File: config.mk
export PLATFORM = sky130hd
export DESIGN_NAME = mod12_counter_sequencer_flat
export DESIGN_NICKNAME = d
export VERILOG_FILES = /design/src/rtl/mod12_counter_sequencer_pkg.sv /design/src/rtl/mod12_counter_sequencer_if.sv /design/src/rtl/mod12_counter_sequencer_rr_arbiter.sv /design/src/rtl/mod12_counter_sequencer.sv /design/src/flat_wrapper.sv
export SDC_FILE = /design/constraint.sdc
export NUM_CORES = 1
export LEC_CHECK = 0
export ABC_AREA = 1
export CORE_ASPECT_RATIO = 0.9
export CORE_MARGIN = 2
export CORE_UTILIZATION = 39
export CTS_CLUSTER_SIZE = 25
export DETAILED_ROUTE_END_ITERATION = 12
export PLACE_DENSITY = 0.75
export SYNTH_ARGS = -nofsm -noshare
export SYNTH_HDL_FRONTEND = slang
export SYNTH_SLANG_ARGS = --single-unit
File: constraint.sdc
create_clock -name clk -period 1.4 [get_ports clk]
set_clock_uncertainty 0.05 [all_clocks]
set_input_delay 0.28 -clock clk [delete_from_list [all_inputs] [get_ports clk]]
set_output_delay 0.28 -clock clk [all_outputs]
set_load 0.05 [all_outputs]
File: src/rtl/mod12_counter_sequencer_pkg.sv
// -----------------------------------------------------------------------------
// mod12_seq_pkg
// Shared types and constants for the mod-12 counter command sequencer.
//   op_e      : command opcodes carried on req_op (2 bits per requester)
//   state_e   : sequencer FSM states
//   MOD_MAX   : largest legal counter value (counter wraps 11 <-> 0)
//   load_arg_ok / needs_run : command classification helpers
// -----------------------------------------------------------------------------
package mod12_seq_pkg;

  typedef enum logic [1:0] {
    OP_LOAD = 2'b00,
    OP_UP   = 2'b01,
    OP_DOWN = 2'b10,
    OP_READ = 2'b11
  } op_e;

  typedef enum logic [1:0] {
    ST_IDLE = 2'b00,
    ST_RUN  = 2'b01,
    ST_DONE = 2'b10
  } state_e;

  localparam logic [3:0] MOD_MAX = 4'd11;

  // A LOAD value is only accepted if the counter can actually hold it.
  function automatic logic load_arg_ok(input logic [3:0] arg);
    return (arg <= MOD_MAX);
  endfunction

  // Commands that touch the counter need at least one RUN cycle; READ,
  // zero-step moves and rejected LOADs go straight to the response.
  function automatic logic needs_run(input op_e op, input logic [3:0] arg);
    logic run;
    case (op)
      OP_LOAD: run = load_arg_ok(arg);
      OP_UP,
      OP_DOWN: run = (arg != 4'd0);
      default: run = 1'b0;
    endcase
    return run;
  endfunction

endpackage

File: src/rtl/mod12_counter_sequencer_if.sv
// -----------------------------------------------------------------------------
// mod12_counter_sequencer_if
// Requester-side command bus and response channel of the sequencer.
//   req_valid  [NREQ]    per-requester command valid
//   req_op     [2*NREQ]  per-requester opcode (op_e encoding)
//   req_arg    [4*NREQ]  per-requester argument
//   req_ready  [NREQ]    one-hot accept from the sequencer
//   resp_valid           one-cycle completion pulse
//   resp_id    [ID_W]    requester index of the completed command
//   resp_value [4]       counter value at completion
//   resp_err             LOAD value out of range, counter untouched
// master = requester side, slave = sequencer side.
// -----------------------------------------------------------------------------
interface mod12_counter_sequencer_if #(
  parameter int NREQ = 2,
  parameter int ID_W = 1
);

  logic [NREQ-1:0]   req_valid;
  logic [2*NREQ-1:0] req_op;
  logic [4*NREQ-1:0] req_arg;
  logic [NREQ-1:0]   req_ready;
  logic              resp_valid;
  logic [ID_W-1:0]   resp_id;
  logic [3:0]        resp_value;
  logic              resp_err;

  modport master (
    output req_valid,
    output req_op,
    output req_arg,
    input  req_ready,
    input  resp_valid,
    input  resp_id,
    input  resp_value,
    input  resp_err
  );

  modport slave (
    input  req_valid,
    input  req_op,
    input  req_arg,
    output req_ready,
    output resp_valid,
    output resp_id,
    output resp_value,
    output resp_err
  );

endinterface

File: src/rtl/mod12_counter_sequencer_rr_arbiter.sv
// -----------------------------------------------------------------------------
// rr_arbiter
// Round-robin grant for NREQ requesters. The grant is combinational: the
// first valid requester at or after the priority pointer wins. The pointer
// moves to (winner + 1) mod NREQ only when the grant is actually taken.
//   clk, rst     clock, synchronous active-high reset (pointer -> 0)
//   en_i         grants allowed this cycle (sequencer idle)
//   req_i        per-requester valid
//   adv_i        grant accepted this cycle, advance the pointer
//   gnt_o        one-hot grant
//   gnt_id_o     index of the granted requester
//   gnt_any_o    some requester is granted
// -----------------------------------------------------------------------------
module rr_arbiter #(
  parameter int NREQ = 2,
  parameter int ID_W = 1
) (
  input  logic            clk,
  input  logic            rst,
  input  logic            en_i,
  input  logic [NREQ-1:0] req_i,
  input  logic            adv_i,
  output logic [NREQ-1:0] gnt_o,
  output logic [ID_W-1:0] gnt_id_o,
  output logic            gnt_any_o
);

  // One extra bit so the wrap compare against NREQ cannot overflow.
  localparam logic [ID_W:0] NREQ_W = (ID_W+1)'(NREQ);

  logic [ID_W-1:0] ptr_q;
  logic [ID_W-1:0] ptr_d;
  logic [ID_W:0]   idx_s;
  logic [ID_W:0]   nxt_s;
  logic            found_s;

  // Search from the pointer upward, wrapping, and grant the first valid one.
  always_comb begin
    gnt_o    = {NREQ{1'b0}};
    gnt_id_o = {ID_W{1'b0}};
    found_s  = 1'b0;
    idx_s    = {(ID_W+1){1'b0}};
    for (int k = 0; k < NREQ; k++) begin
      idx_s = {1'b0, ptr_q} + (ID_W+1)'(k);
      if (idx_s >= NREQ_W) begin
        idx_s = idx_s - NREQ_W;
      end else begin
        idx_s = idx_s;
      end
      if (en_i && !found_s && req_i[idx_s[ID_W-1:0]]) begin
        gnt_o[idx_s[ID_W-1:0]] = 1'b1;
        gnt_id_o               = idx_s[ID_W-1:0];
        found_s                = 1'b1;
      end else begin
        found_s = found_s;
      end
    end
    gnt_any_o = found_s;
  end

  // Next pointer: one past the winner, wrapping at NREQ.
  always_comb begin
    nxt_s = {1'b0, gnt_id_o} + {{ID_W{1'b0}}, 1'b1};
    if (nxt_s == NREQ_W) begin
      nxt_s = {(ID_W+1){1'b0}};
    end else begin
      nxt_s = nxt_s;
    end
    if (adv_i) begin
      ptr_d = nxt_s[ID_W-1:0];
    end else begin
      ptr_d = ptr_q;
    end
  end

  // Priority pointer register.
  always_ff @(posedge clk) begin
    if (rst) begin
      ptr_q <= {ID_W{1'b0}};
    end else begin
      ptr_q <= ptr_d;
    end
  end

endmodule

File: src/rtl/mod12_counter_sequencer.sv
// -----------------------------------------------------------------------------
// mod12_counter_sequencer
// Arbitrates LOAD/UP/DOWN/READ commands from NREQ requesters and drives the
// pins of an external loadable up/down mod-12 counter, one command at a time.
// The counter has no enable, so whenever the sequencer is not actively
// loading or stepping it reloads the counter with its own current value.
//   clk, rst     clock, synchronous active-high reset
//   bus          command/response bus (slave side), see the interface file
//   cnt_load     counter load pin
//   cnt_mode     counter direction (1 up, 0 down), only meaningful when !load
//   cnt_data_in  counter parallel load data
//   cnt_value    counter output
// Flow: IDLE (grant + latch) -> RUN (load or step arg times) -> DONE (resp).
// -----------------------------------------------------------------------------
module mod12_counter_sequencer
  import mod12_seq_pkg::*;
#(
  parameter int NREQ = 2,
  parameter int ID_W = 1
) (
  input  logic                       clk,
  input  logic                       rst,
  mod12_counter_sequencer_if.slave   bus,
  output logic                       cnt_load,
  output logic                       cnt_mode,
  output logic [3:0]                 cnt_data_in,
  input  logic [3:0]                 cnt_value
);

  state_e          state_q, state_d;
  op_e             op_q, op_d;
  logic [3:0]      arg_q, arg_d;
  logic [ID_W-1:0] id_q, id_d;
  logic [3:0]      step_q, step_d;

  logic [NREQ-1:0] gnt_s;
  logic [ID_W-1:0] gnt_id_s;
  logic            gnt_any_s;
  op_e             sel_op_s;
  logic [3:0]      sel_arg_s;

  logic            resp_valid_s;
  logic [ID_W-1:0] resp_id_s;
  logic [3:0]      resp_value_s;
  logic            resp_err_s;

  // Grants are only offered in IDLE; any grant is a handshake because the
  // arbiter never selects a requester whose valid is low.
  rr_arbiter #(
    .NREQ (NREQ),
    .ID_W (ID_W)
  ) u_arb (
    .clk       (clk),
    .rst       (rst),
    .en_i      (state_q == ST_IDLE),
    .req_i     (bus.req_valid),
    .adv_i     (gnt_any_s),
    .gnt_o     (gnt_s),
    .gnt_id_o  (gnt_id_s),
    .gnt_any_o (gnt_any_s)
  );

  assign bus.req_ready = gnt_s;

  // Pick the granted requester's command out of the flattened buses.
  assign sel_op_s  = op_e'(bus.req_op[{gnt_id_s, 1'b0} +: 2]);
  assign sel_arg_s = bus.req_arg[{gnt_id_s, 2'b00} +: 4];

  // FSM next state, command latches, counter pins and response.
  always_comb begin
    state_d      = state_q;
    op_d         = op_q;
    arg_d        = arg_q;
    id_d         = id_q;
    step_d       = step_q;
    // Holding the count means reloading what the counter already shows.
    cnt_load     = 1'b1;
    cnt_mode     = 1'b0;
    cnt_data_in  = cnt_value;
    resp_valid_s = 1'b0;
    resp_id_s    = {ID_W{1'b0}};
    resp_value_s = 4'd0;
    resp_err_s   = 1'b0;

    case (state_q)
      ST_IDLE: begin
        if (gnt_any_s) begin
          op_d   = sel_op_s;
          arg_d  = sel_arg_s;
          id_d   = gnt_id_s;
          step_d = sel_arg_s;
          if (needs_run(sel_op_s, sel_arg_s)) begin
            state_d = ST_RUN;
          end else begin
            state_d = ST_DONE;
          end
        end else begin
          state_d = ST_IDLE;
        end
      end

      ST_RUN: begin
        case (op_q)
          OP_LOAD: begin
            cnt_data_in = arg_q;
            state_d     = ST_DONE;
          end
          OP_UP,
          OP_DOWN: begin
            // The counter does its own wrap; we only count the steps.
            cnt_load = 1'b0;
            cnt_mode = (op_q == OP_UP);
            step_d   = step_q - 4'd1;
            if (step_q == 4'd1) begin
              state_d = ST_DONE;
            end else begin
              state_d = ST_RUN;
            end
          end
          default: begin
            state_d = ST_DONE;
          end
        endcase
      end

      ST_DONE: begin
        resp_valid_s = 1'b1;
        resp_id_s    = id_q;
        resp_value_s = cnt_value;
        resp_err_s   = (op_q == OP_LOAD) && !load_arg_ok(arg_q);
        state_d      = ST_IDLE;
      end

      default: begin
        state_d = ST_IDLE;
      end
    endcase
  end

  assign bus.resp_valid = resp_valid_s;
  assign bus.resp_id    = resp_id_s;
  assign bus.resp_value = resp_value_s;
  assign bus.resp_err   = resp_err_s;

  // State and command registers; reset aborts any command without a response.
  always_ff @(posedge clk) begin
    if (rst) begin
      state_q <= ST_IDLE;
      op_q    <= OP_LOAD;
      arg_q   <= 4'd0;
      id_q    <= {ID_W{1'b0}};
      step_q  <= 4'd0;
    end else begin
      state_q <= state_d;
      op_q    <= op_d;
      arg_q   <= arg_d;
      id_q    <= id_d;
      step_q  <= step_d;
    end
  end

endmodule

File: src/flat_wrapper.sv
// flat-port wrapper written by rule: the top's interface ports become plain ports
module mod12_counter_sequencer_flat import mod12_seq_pkg::*;
#(
  parameter int NREQ = 2,
  parameter int ID_W = 1
)
  (clk, rst, cnt_load, cnt_mode, cnt_data_in, cnt_value, bus_req_valid, bus_req_op, bus_req_arg, bus_req_ready, bus_resp_valid, bus_resp_id, bus_resp_value, bus_resp_err);
  mod12_counter_sequencer_if #(.NREQ(NREQ), .ID_W(ID_W)) bus_i ();
  input  logic clk;
  input  logic rst;
  output logic cnt_load;
  output logic cnt_mode;
  output logic [3:0] cnt_data_in;
  input  logic [3:0] cnt_value;
  input wire logic [$bits(bus_i.req_valid)-1:0] bus_req_valid;
  input wire logic [$bits(bus_i.req_op)-1:0] bus_req_op;
  input wire logic [$bits(bus_i.req_arg)-1:0] bus_req_arg;
  output wire logic [$bits(bus_i.req_ready)-1:0] bus_req_ready;
  output wire logic [$bits(bus_i.resp_valid)-1:0] bus_resp_valid;
  output wire logic [$bits(bus_i.resp_id)-1:0] bus_resp_id;
  output wire logic [$bits(bus_i.resp_value)-1:0] bus_resp_value;
  output wire logic [$bits(bus_i.resp_err)-1:0] bus_resp_err;
  assign bus_i.req_valid = bus_req_valid;
  assign bus_i.req_op = bus_req_op;
  assign bus_i.req_arg = bus_req_arg;
  assign bus_req_ready = bus_i.req_ready;
  assign bus_resp_valid = bus_i.resp_valid;
  assign bus_resp_id = bus_i.resp_id;
  assign bus_resp_value = bus_i.resp_value;
  assign bus_resp_err = bus_i.resp_err;
  mod12_counter_sequencer #(.NREQ(NREQ), .ID_W(ID_W)) u_core (.clk(clk), .rst(rst), .bus(bus_i), .cnt_load(cnt_load), .cnt_mode(cnt_mode), .cnt_data_in(cnt_data_in), .cnt_value(cnt_value));
endmodule
==> results.md, run 1 <==
- Placer Congestion: 0.794
- Post-GRT worst EP: cnt_data_in[3]
- Ys flop type: dfxtp_1
- Asr flop ratio synth: 0%
- CTS Sinks: 14
- Post-DP HPWL: 2.43 mm
- IO Count: 35
- Mapped Cells: between 100 and 150
- I/O Buffers: 34
- Area leader, netlist: dfxtp_1
- Net count after synthesis: 172
- Synthesized cell area: 937 um2
- Last stage: 5_1_grt
- CTS root buffer: clkbuf_4
- Number of synthesized register bits: 14
- Stop Error: [ERROR DPL-0038] Utilization greater than 100%, impossible to legalize
- Cts hold-fix bufs: 0
- Post-synth EDFFs: 0
- Yosys Warn Count: 0
- Cell row count: 16
- Largest net degree at the start of global routing: 10
- Seq/Total Area, Yosys: about 30%
- Die X: 55.7 um
- Status: aborted with a tool error
- Clock buffer count from CTS: 3
- H-tree Lvls: 1
- Clk buf depth: 2
- Worst endpoint type: top-level output
- Top area cells in the synthesized netlist: dfxtp_1 (30%), nand2_1 (13%), inv_1 (11%), o21ai_0 (7.5%), nor2_1 (6.8%)
- Initial Util: approximately 42%
- Yosys top cell area share: around 30%
- Post-synthesis average cell area: ~6.4 um2
- Distinct cells, synth: 24
- Die Y: 50.5 um
## timing repair
action	CTS
setup buffers	9
endpoints found under the setup margin	27
gates resized for setup	45
pin swaps	18
## synthesized netlist by cell type (2+ instances only)
cell and instances:
nand2_1 33, nor2_1 17, a31oi_1 2, nand4_1 4, o21ai_0 14, inv_1 28, nand2_2 5, clkbuf_1 2
nand3_1 2, a21oi_1 9, ha_1 5, dfxtp_1 14
## cell families after synthesis
logic type	Yosys count	synth area share, %
buffers and inverters	31	12.4
DFF	14	29.9
AOI/OAI and AO/OA	31	18.7
adders and majority gates	5	6.68
xor gates and xnor gates	1	0.935
and+or+nand+nor	65	31.4
## per-stage QoR
stage	setup slack, ns	instances	instance area, um2	TNS [ns]
after floorplan	-0.240	147	1110	-1.81
after global placement	-0.447	231	1820	-5.08
after detailed placement	-0.554	231	1820	-6.09
after CTS	-0.315	241	2020	-4.52
==> inputs of run 2 (changes only) <==
--- a/config.mk
+++ b/config.mk
@@ -6,12 +6,10 @@
 export NUM_CORES = 1
 export LEC_CHECK = 0
 export ABC_AREA = 1
-export CORE_ASPECT_RATIO = 0.9
 export CORE_MARGIN = 2
-export CORE_UTILIZATION = 39
-export CTS_CLUSTER_SIZE = 25
+export CORE_UTILIZATION = 25
 export DETAILED_ROUTE_END_ITERATION = 12
-export PLACE_DENSITY = 0.75
+export PLACE_DENSITY_LB_ADDON = 0.15
 export SYNTH_ARGS = -nofsm -noshare
 export SYNTH_HDL_FRONTEND = slang
 export SYNTH_SLANG_ARGS = --single-unit
==> constraint.sdc (replaced) <==
create_clock -name clk -period 1.8 [get_ports clk]
set_clock_uncertainty 0.05 [all_clocks]
set_input_delay 0.36 -clock clk [delete_from_list [all_inputs] [get_ports clk]]
set_output_delay 0.36 -clock clk [all_outputs]
set_load 0.05 [all_outputs]
==> results.md, run 2 <==
- CTS tree: yes
- Worst Path Arrival: 1.30 ns
- Placer Congestion: 0.786 (-1.0%)
- Hold Startpoint: u_core.id_q$_SDFFE_PP0P_
- Post-layout worst setup margin: 0.0936 ns
- Fill cells: 356
- Area leader, netlist: dfxtp_1
- Synthesized cell area: 937 um2 (unchanged)
- Critical path type: reg2out
- Top area cells in the synthesized netlist: dfxtp_1 (30%), nand2_1 (13%), inv_1 (11%), o21ai_0 (7.5%), nor2_1 (6.8%)
- IO Count: 35 (unchanged)
- Initial drt markers: 36
- Net count after synthesis: 172 (unchanged)
- Fmax: about 0.59 GHz
- WHS Endpoint: u_core.id_q$_SDFFE_PP0P_
- Post-Route WL: 2.68 mm
- RSZ-0062 raised after global routing: no
- Worst slew margin: 83.4%
- Layout cells sized above 1: between 30% and 40%
- Non-filler cells in the finished layout: 253
- CP required: 1.39 ns
- DR pass1 iterations: 4
- Yosys top cell area share: 29.9% (unchanged)
- Final setup viols: 0
- All-layer global routing usage: around an eighth
- CP Max Fanout: 4
- Leak pwr: 0.845 nW
- CTS root buffer: clkbuf_8
- Fin. Hold Viols: 0
- First-pass GRT wire length: 4.42 mm
- Slowest library cell on the worst path: dfxtp_2
- CTS Sinks: 14 (unchanged)
- Cts hold-fix bufs: 0 (unchanged)
- Synth cell count leaders: nand2_1 (33), inv_1 (28), nor2_1 (17), dfxtp_1 (14), o21ai_0 (14)
- Reg clk slew, reported paths: 0.06 ns
- Drt drc: 0
- Ys flop type: dfxtp_1
- Worst min-delay path category: reg2reg
- Pwr dens: 1580 nW/um2
- Worst R2R Path Depth: 11
- Die Y: 65.2 um (+29%)
- Vias: between 1000 and 1500
- H-tree Lvls: 1 (unchanged)
- Overall power: 2.85 mW
- Largest regs: u_core.arg_q: 4 flops, u_core.step_q: 4 flops
- Clock buffer count from CTS: 3 (unchanged)
- Total gr overflow: 0
- N_diodes: 0
- Final antenna-violating net count: 0
- CORE AREA: around 3600 um2
- Max Transition Viols Final: 0
- Post-DP HPWL: 2.16 mm (-11%)
- Vias in the first global route: 991
- Mapped Cells: 147 (unchanged)
- Seq/Total Area, Yosys: 29.9% (unchanged)
- Post-synth EDFFs: 0 (unchanged)
- Period Utilization, post-route: 94.8%
- Number of synthesized register bits: 14 (unchanged)
- Crit start category: register
- WP buf/inv: 3
- Count leader, synth: nand2_1
- CP max stage delay: 0.35 ns
- Placed Cells: 244 (+5.6%)
- Worst-Skew Late Latency: 0.24 ns
- Max VDD drop: 0.946 mV
- Cell row count: 22 (+6)
- Vias per cell: 4.36
- Yosys Warn Count: 0 (unchanged)
- Antenna violations before repair: 0
- Min Tclk post-route: roughly 1.7 ns
- I/O Buffers: 34 (unchanged)
- Reg2reg start: u_core.state_q[0]$_SDFF_PP0_
- Post-synthesis average cell area: 6.38 um2 (unchanged)
- Hold Path Depth: 2
- Clk buf depth: 2 (unchanged)
- Initial Util: 25.8% (-16 points)
- Delay-heaviest family, CP: buffers and inverters
- Max Cap Viol: 0
- Die X: 65.2 um (+17%)
- Area Overhead vs Synth: 92.1%
- Most frequent cells in the layout: nand2_1 (31), inv_1 (26), buf_4 (21)
- Largest net degree at the start of global routing: 11
- R2r endpoint: u_core.state_q[1]$_SDFF_PP0_
- R2r setup slk: approximately 0.22 ns
- Placement Setup Slack: -0.209 ns (+0.345 ns)
- CP Capture Type: output pin
- Distinct cells, synth: 24 (unchanged)
- Die footprint: roughly 4300 um2
- Worst slew pin tran: 0.249 ns
- Levels on crit path: 6
- Status: completed
- Drt wl/cell: about 11 um
- NumNets Final: 231
- Worst path cell trace: nor2_4 -> nand3_4 -> inv_2 -> buf_4 -> nor2_2 -> buf_6
- Commonest non-fill, non-tap cell in the layout: nand2_1
- Asr flop ratio synth: 0% (unchanged)
==> run 2: area by class of cell <==
| cell class | count | area (um2) | area share, % |
|---|---|---|---|
| clock buffer | 4 | 55.1 | 3.06 |
| inverter | 29 | 113 | 6.25 |
| timing repair buffer | 56 | 657 | 36.5 |
| sequential | 14 | 283 | 15.7 |
| multi-input combinational | 102 | 633 | 35.2 |
| tap | 48 | 60.1 | 3.34 |
==> run 2: how the worst max path moves through the flow <==
stage | startpoint | endpoint | slack, ns
after CTS | u_core.state_q[1]$_SDFF_PP0_ | bus_resp_value[1] | 0.002
after floorplan | u_core.state_q[0]$_SDFF_PP0_ | cnt_data_in[0] | -0.21
after global placement | bus_req_valid[0] | u_core.state_q[1]$_SDFF_PP0_ | -0.15
after detailed placement | bus_req_valid[0] | u_core.state_q[1]$_SDFF_PP0_ | -0.21
after global routing | u_core.state_q[0]$_SDFF_PP0_ | bus_req_ready[0] | 0.02
final | u_core.state_q[0]$_SDFF_PP0_ | bus_req_ready[0] | 0.09
==> run 2: power breakdown <==
part           internal [mW]  total (mW)  switching [mW]
Combinational          0.916        2.01            1.09
Sequential             0.446       0.535          0.0897
Clock                  0.194       0.304           0.111
Total                   1.56        2.85            1.29
==> run 2: worst min-delay path: cells and delay by family, from the launching register on <==
kind / cells / cell delay (ns)
flip-flops: 1 / 0.31
AND/OR/NAND/NOR: 1 / 0.06
AO/OA/AOI/OAI: 1 / 0.05
==> run 2: metrics by stage <==
stage	hold WS [ns]	util [%]	setup TNS, ns	cell area, um2
after floorplan	0.391	-	-0.824	992
after global routing	0.440	49.6	0	1800
final	0.427	49.6	0	1800
after CTS	0.426	48.5	0	1760
after detailed placement	0.416	45.4	-0.814	1650
after global placement	0.420	45.4	-0.503	1650
==> run 2: what timing repair did <==
item                                    CTS  global route
endpoints found under the setup margin   12            12
pin swaps                                 1             3
setup buffers                             2             3
gates resized for setup                  11             5
==> run 2: metal layers <==
layer / global-route usage (%) / share of wire, % / vias to the layer above
met2: 25.0 / 52 / 34
met3: 3.60 / 5.8 / 2
li1: - / - / 578
met4: 2.34 / 0.64 / 0
met1: 14.8 / 42 / 488
met5: 0 / 0 / -
==> run 2: kinds of logic (layout without fill, tap and decap cells) <==
family,count (synthesis),in the layout,share of synthesized area (%)
adder cells (fa/ha/maj),5,5,6.68
AO/OA/AOI/OAI,31,31,18.7
XOR/XNOR,1,1,0.935
flip-flops,14,14,29.9
AND/OR/NAND/NOR,65,65,31.4
buffers and inverters,31,89,12.4
Power figures use the tool's default switching activity.
